$ cat config.mk
export PLATFORM = sky130hd
export DESIGN_NAME = serial_full_subtractor_using_multiplexer8x1
export DESIGN_NICKNAME = d
export VERILOG_FILES = /design/src/rtl/serial_full_subtractor_using_multiplexer8x1.sv
export SDC_FILE = /design/constraint.sdc
export NUM_CORES = 1
export LEC_CHECK = 0
export CORE_AREA = 2 2 65 67
export CTS_CLUSTER_DIAMETER = 150
export DETAILED_ROUTE_END_ITERATION = 6
export DIE_AREA = 0 0 67 69
export GPL_ROUTABILITY_DRIVEN = 0
export GPL_TIMING_DRIVEN = 0
export PLACE_DENSITY = 0.73
export SYNTH_ARGS = -nofsm -noshare
export SYNTH_HDL_FRONTEND = slang
export SYNTH_SLANG_ARGS = --single-unit
export TNS_END_PERCENT = 1
$ cat constraint.sdc
create_clock -name clk -period 1.92 [get_ports clk]
set_input_delay 0.192 -clock clk [delete_from_list [all_inputs] [get_ports clk]]
set_output_delay 0.192 -clock clk [all_outputs]
set_load 0.01 [all_outputs]
$ cat src/rtl/serial_full_subtractor_using_multiplexer8x1.sv
// Bit-serial a - b - bin, LSB first, one 8:1-mux full-subtractor cell plus borrow flop.
// Optional signed overflow flag enabled by defining SIGNED_OVF_EN.
//
// state | meaning
// IDLE  | waiting for start; result registers hold last completion
// SHIFT | one operand bit processed per cycle, WIDTH cycles total
module serial_full_subtractor_using_multiplexer8x1 #(
  parameter int WIDTH = 8
) (
  input  logic             clk,
  input  logic             rst_n,
  input  logic             start,
  input  logic [WIDTH-1:0] a,
  input  logic [WIDTH-1:0] b,
  input  logic             bin,
  output logic             busy,
  output logic             done,
  output logic [WIDTH-1:0] diff,
  output logic             bout,
  output logic             overflow
);

  localparam int CW = $clog2(WIDTH) + 1;
  localparam logic [CW-1:0] LAST_CNT = CW'(WIDTH - 1);
  // Cell truth tables indexed by {a_bit, b_bit, borrow}
  localparam logic [7:0] D_TBL  = 8'b1001_0110;
  localparam logic [7:0] BN_TBL = 8'b1000_1110;

  typedef enum logic {IDLE = 1'b0, SHIFT = 1'b1} state_t;

  state_t           state_q, state_d;
  logic [WIDTH-1:0] sa_q, sa_d, sb_q, sb_d;
  logic [WIDTH-2:0] sr_q, sr_d;
  logic             br_q, br_d;
  logic [CW-1:0]    cnt_q, cnt_d;
  logic [WIDTH-1:0] diff_q, diff_d;
  logic             bout_q, bout_d;
  logic             done_q, done_d;
  logic [2:0]       cell_idx;
  logic             d_bit, bn_bit;

  assign cell_idx = {sa_q[0], sb_q[0], br_q};
  assign d_bit    = D_TBL[cell_idx];
  assign bn_bit   = BN_TBL[cell_idx];

`ifdef SIGNED_OVF_EN
  logic am_q, am_d, bm_q, bm_d, ovf_q, ovf_d;
`endif

  always_comb begin
    state_d = state_q;
    sa_d    = sa_q;
    sb_d    = sb_q;
    sr_d    = sr_q;
    br_d    = br_q;
    cnt_d   = cnt_q;
    diff_d  = diff_q;
    bout_d  = bout_q;
    done_d  = 1'b0;
`ifdef SIGNED_OVF_EN
    am_d    = am_q;
    bm_d    = bm_q;
    ovf_d   = ovf_q;
`endif
    case (state_q)
      IDLE: begin
        if (start) begin
          sa_d    = a;
          sb_d    = b;
          br_d    = bin;
          cnt_d   = '0;
          state_d = SHIFT;
`ifdef SIGNED_OVF_EN
          am_d    = a[WIDTH-1];
          bm_d    = b[WIDTH-1];
`endif
        end
      end
      SHIFT: begin
        sr_d  = {d_bit, sr_q[WIDTH-2:1]};
        sa_d  = sa_q >> 1;
        sb_d  = sb_q >> 1;
        br_d  = bn_bit;
        cnt_d = cnt_q + CW'(1);
        if (cnt_q == LAST_CNT) begin
          diff_d  = {d_bit, sr_q};
          bout_d  = bn_bit;
          done_d  = 1'b1;
          state_d = IDLE;
`ifdef SIGNED_OVF_EN
          ovf_d   = (am_q ^ bm_q) & (am_q ^ d_bit);
`endif
        end
      end
      default: state_d = IDLE;
    endcase
  end

  always_ff @(posedge clk) begin
    if (!rst_n) begin
      state_q <= IDLE;
      sa_q    <= '0;
      sb_q    <= '0;
      sr_q    <= '0;
      br_q    <= 1'b0;
      cnt_q   <= '0;
      diff_q  <= '0;
      bout_q  <= 1'b0;
      done_q  <= 1'b0;
`ifdef SIGNED_OVF_EN
      am_q    <= 1'b0;
      bm_q    <= 1'b0;
      ovf_q   <= 1'b0;
`endif
    end else begin
      state_q <= state_d;
      sa_q    <= sa_d;
      sb_q    <= sb_d;
      sr_q    <= sr_d;
      br_q    <= br_d;
      cnt_q   <= cnt_d;
      diff_q  <= diff_d;
      bout_q  <= bout_d;
      done_q  <= done_d;
`ifdef SIGNED_OVF_EN
      am_q    <= am_d;
      bm_q    <= bm_d;
      ovf_q   <= ovf_d;
`endif
    end
  end

  assign busy = (state_q == SHIFT);
  assign done = done_q;
  assign diff = diff_q;
  assign bout = bout_q;
`ifdef SIGNED_OVF_EN
  assign overflow = ovf_q;
`else
  assign overflow = 1'b0;
`endif

endmodule

== Yosys cells after proc, flatten, opt, wreduce, memory -nomap -nowiden ==
Memory sizes are Yosys's and may differ from the RTL's. A register that Yosys moved wholly into a read port is not among the register bits.
Index checks and enable logic that the tools add are counted.

* Register bits after elaboration: 39
* Bits in read-only memories: 16
* Input port bits: 20
* Word-level logic and storage cells: 36
* Memories kept: 2

{| class="wikitable"
|+ Memories
! memory !! words !! bits a word !! read ports !! clocked after Yosys merged registers in !! write ports !! line !! text
|-
| (no name shown) || 8 || 1 || 1 || 1 || 0 || 44 || <nowiki>assign bn_bit = BN_TBL[cell_idx];</nowiki>
|-
| (no name shown) || 8 || 1 || 1 || 1 || 0 || 43 || <nowiki>assign d_bit = D_TBL[cell_idx];</nowiki>
|}

* $add $sub $neg: 1
* $lt $le $gt $ge: 1
* Eq/ne operators: 2
* Multiplexer cells: 18
* Bitwise operators: 1
* Reduce and logical (&&, ||, !) cells: 2

{| class="wikitable"
|+ Operators by type and width
! operator !! count
|-
| 8-bit case mux with 2 select lines || 2
|-
| 8-bit 2-to-1 mux || 2
|-
| 3-bit 2-to-1 mux || 4
|-
| 4-bit case mux with 2 select lines || 1
|-
| 1-bit 2-to-1 mux || 6
|-
| 4-bit by 1-bit adder with 4-bit output, second input constant || 1
|-
| 4-bit by 3-bit equality test with 1-bit output, second input constant || 1
|-
| 3-bit by 4-bit < comparator with 1-bit output, second input constant || 1
|-
| 4-bit 2-to-1 mux || 1
|-
| 1-bit case mux with 2 select lines || 2
|-
| 2-bit AND reduction || 2
|-
| 2-bit != test, second input constant || 1
|-
| 1-bit inverter || 1
|}

== Depth between registers and ports, before layout ==
* Depth in word-level cells: 5
* Gate-level depth with buffers: 7
* Depth with buffers taken out: 5

== Worst setup path before layout ==
OpenSTA, ideal clock, no wires.

* Kind: register -> register
* From: register state_q (netlist: busy)
* To: register, netlist name d_bit
* Data arrival time: 1.464 ns
* Required time: 1.801 ns
* Slack: 0.337 ns
* Stages on the path, launching flop included: 8
* Cell sequence: dfxtp_1 > buf_4 > inv_2 > buf_2 > a211oi_2 > inv_1 > ha_1 > xnor2_1

{| class="wikitable"
|+ RTL lines
! element !! line !! text
|-
| from (decl) || 31 || <nowiki>state_t state_q, state_d;</nowiki>
|-
| from (signal assigned) || 116 || <nowiki>state_q <= state_d;</nowiki>
|}

==> out/metrics.csv <==
stage;metric;value;unit
synthesis;post-synthesis register bit count;41;
synthesis;top-area cell type share of the netlist area;48.5;%
timing;final clock skew;0.00737;ns
power_and_ir_drop;worst supply voltage drop on vdd;565;uV
die;number of top-level design ports;32;
clock_tree;clock input transition at the sequential cells of the worst setup and hold paths;0.08;ns
timing;total negative slack;0;ns
route;detailed-route DRC error count;0;
finish;count of inserted antenna diode cells;0;
die;width of the die;67;um
route;Vias/cell;5.09;
die;placeable core region;3910;um2
timing;Min Hold Slack;0.342;ns
clock_tree;CTS hold repair buffers;0;
timing;number of endpoints with negative hold slack in the final report;0;
clock_tree;Clock Sink Count;41;
timing;final critical-path share of the clock period;90.8;%
placed_design;number of buffer cells added on primary ports;29;
route;wire length reported by the detailed router;3.32;mm
timing;final count of pins violating max slew;0;
clock_tree;CTS Buf Count;5;
finish;utilization of the core after routing;55.3;%
die;row count;23;
timing;unrepaired setup endpoints after global routing;no;
synthesis;cell taking the most area after synthesis;sky130_fd_sc_hd__dfxtp_1;
worst_setup_path;worst setup path class;register to register;
route;starting DRC count in detailed routing;56;
clock_tree;clk_lat worst skew;0.29;ns
synthesis;total nets after synthesis;183;
worst_setup_path;CP Data Arrival Time;1.93;ns
synthesis;netlist area before placement;1690;um2
grt;GRT Resource Usage Total;15.7;%
synthesis;Warnings, synthesis;0;
hold_path;classification of the worst-slack hold path;input pin to register;
placed_design;post-placement setup slack;0.117;ns
timing;worst setup slack after layout;0.176;ns
synthesis;number of cells produced by synthesis;160;
route;routed via count;1257;
outcome;result of the run;finished clean;
finish;layout cell share with drive strength beyond 1;12.7;%
route;length of the first detailed-routing pass in iterations;3;
die;starting density of the core;43.2;%
worst_setup_path;Max FO, Critical Path;10;
finish;top library cells by usage in the layout, fill and taps aside;41 x sky130_fd_sc_hd__dfxtp_1, 29 x sky130_fd_sc_hd__clkdlybuf4s50_1, 24 x sky130_fd_sc_hd__mux2i_1, 24 x sky130_fd_sc_hd__nor2_1, 14 x sky130_fd_sc_hd__a211oi_1;
grt;vias in the first global route;1252;
grt;sum of overflow across all layers after global routing;0;
clock_tree;post-cts resize count;0;
clock_tree;CTS root buf;sky130_fd_sc_hd__clkbuf_8;
finish;most common cell after layout, fill and taps aside;sky130_fd_sc_hd__dfxtp_1;
synthesis;number of distinct standard cells referenced by the synthesized netlist;30;
route;antenna violation net count after detailed routing;0;
worst_setup_path;required arrival time at the worst endpoint;2.11;ns
timing;timing-limited maximum frequency;573;MHz
synthesis;synthesized area divided by synthesized cell count;10.6;um2
synthesis;dominant cells by area after synthesis;sky130_fd_sc_hd__dfxtp_1 49%, sky130_fd_sc_hd__mux2i_1 14%, sky130_fd_sc_hd__a211oi_1 6.2%;
worst_setup_path;type of origin of the critical path;register;
finish;net count reported at finish;219;
worst_setup_path;crit end category;register;
die;DIE HEIGHT;69;um
finish;summed area of non-filler cells in the final layout;2160;um2
timing;final count of negative-setup-slack endpoints;0;
die;die area;4620;um2
grt;first-pass GRT wire length;5.53;mm
placed_design;Post-DP Area;2040;um2
clock_tree;number of buffers on the longest clock path;2;
job;number of max-capacitance violations reported;0;
timing;final critical-path required period;1.74;ns
route;final routed wire length divided by cell count;13.4;um
clock_tree;Post-CTS Setup Bufs;0;
clock_tree;TritonCTS clock tree;done;
power_and_ir_drop;leakage power;0.000882;uW
finish;Layout area overhead;28.0;%
grt;pin count of the biggest net entering global routing;14;
clock_tree;Clock H-tree levels;2;
grt;initial antenna violation count;0;
placed_design;HPWL reported at the end of detailed placement;2.44;mm
power_and_ir_drop;PD cells;861;nW/um2
synthesis;sequential area share after synthesis;48.5;%
[power by group]
group	internal (uW)	switching, uW
sequential	897	25.6
combinational	117	106
clock	423	297
[cells by family after synthesis]
logic type / Yosys count / share of synthesized area (%)
muxes: 25 / 15.1
buffers and inverters: 19 / 6.88
adders and majority gates: 3 / 2.22
DFF: 41 / 48.5
AOI/OAI and AO/OA: 32 / 15.9
other: 1 / 0.222
and+or+nand+nor: 37 / 10.1
xor gates and xnor gates: 2 / 1.04
[final cells by class]
cell class,instances,area (um2)
Buffer,12,90.1
Clock buffer,6,82.6
Clock inverter,2,37.5
Fill cell,368,1750
Inverter,7,26.3
Multi-Input combinational cell,100,754
Sequential cell,41,821
Tap cell,50,62.6
Timing Repair Buffer,29,290
[cell usage after synthesis (all sizes together)]
cell type,n
a211oi,16
a21oi,3
a221oi,1
a22o,9
and2,1
buf,12
conb,1
dfxtp,41
ha,3
inv,7
mux2,1
mux2i,24
nand2,2
nand2b,2
nand3,1
nand4b,1
nor2,25
nor2b,2
nor3b,3
o211ai,1
o21a,2
xnor2,1
xor2,1
[layer usage]
metal / global-route usage [%] / routed length (um) / up-vias
met5: 0 / 0 / -
met1: 17.2 / 1450 / 593
met4: 6.12 / 63 / 0
met3: 4.89 / 178 / 5
met2: 27.4 / 1630 / 31
li1: - / - / 628
[registers in the layout, summed over array words and instances, names as in the netlist]
signal,cells
bn_bit,1
bout,1
br_q,1
busy,1
cnt_q,4
d_bit,1
diff,8
done,1
sa_q,8
sb_q,8
sr_q,7
[critical path, cell delays in order (launching register included)]
cell,delay [ns]
sky130_fd_sc_hd__dfxtp_1,0.41
sky130_fd_sc_hd__buf_4,0.23
sky130_fd_sc_hd__inv_2,0.06
sky130_fd_sc_hd__buf_2,0.19
sky130_fd_sc_hd__a211oi_2,0.25
sky130_fd_sc_hd__inv_1,0.07
sky130_fd_sc_hd__ha_1,0.31
sky130_fd_sc_hd__xnor2_1,0.12
[worst paths after layout]
| kind | from | end | slack, ns | cells past startpoint |
|---|---|---|---|---|
| min reg2reg | d_bit$_DFF_P_ | diff[7]$_SDFFE_PN0P_ | 0.48 | 1 |
| max | busy$_SDFF_PN0_ | d_bit$_DFF_P_ | 0.18 | 7 |
| min | start | sa_q[0]$_SDFFE_PN0N_ | 0.34 | 4 |
| max reg2reg | busy$_SDFF_PN0_ | d_bit$_DFF_P_ | 0.18 | 7 |
[metrics by stage]
step	cells	total power, uW
finish	247	1860
global route	247	1950
CTS	247	1890
detailed placement	239	1170
global placement	239	1150
floorplan	160	1090
(Power assumes the default switching activity.)
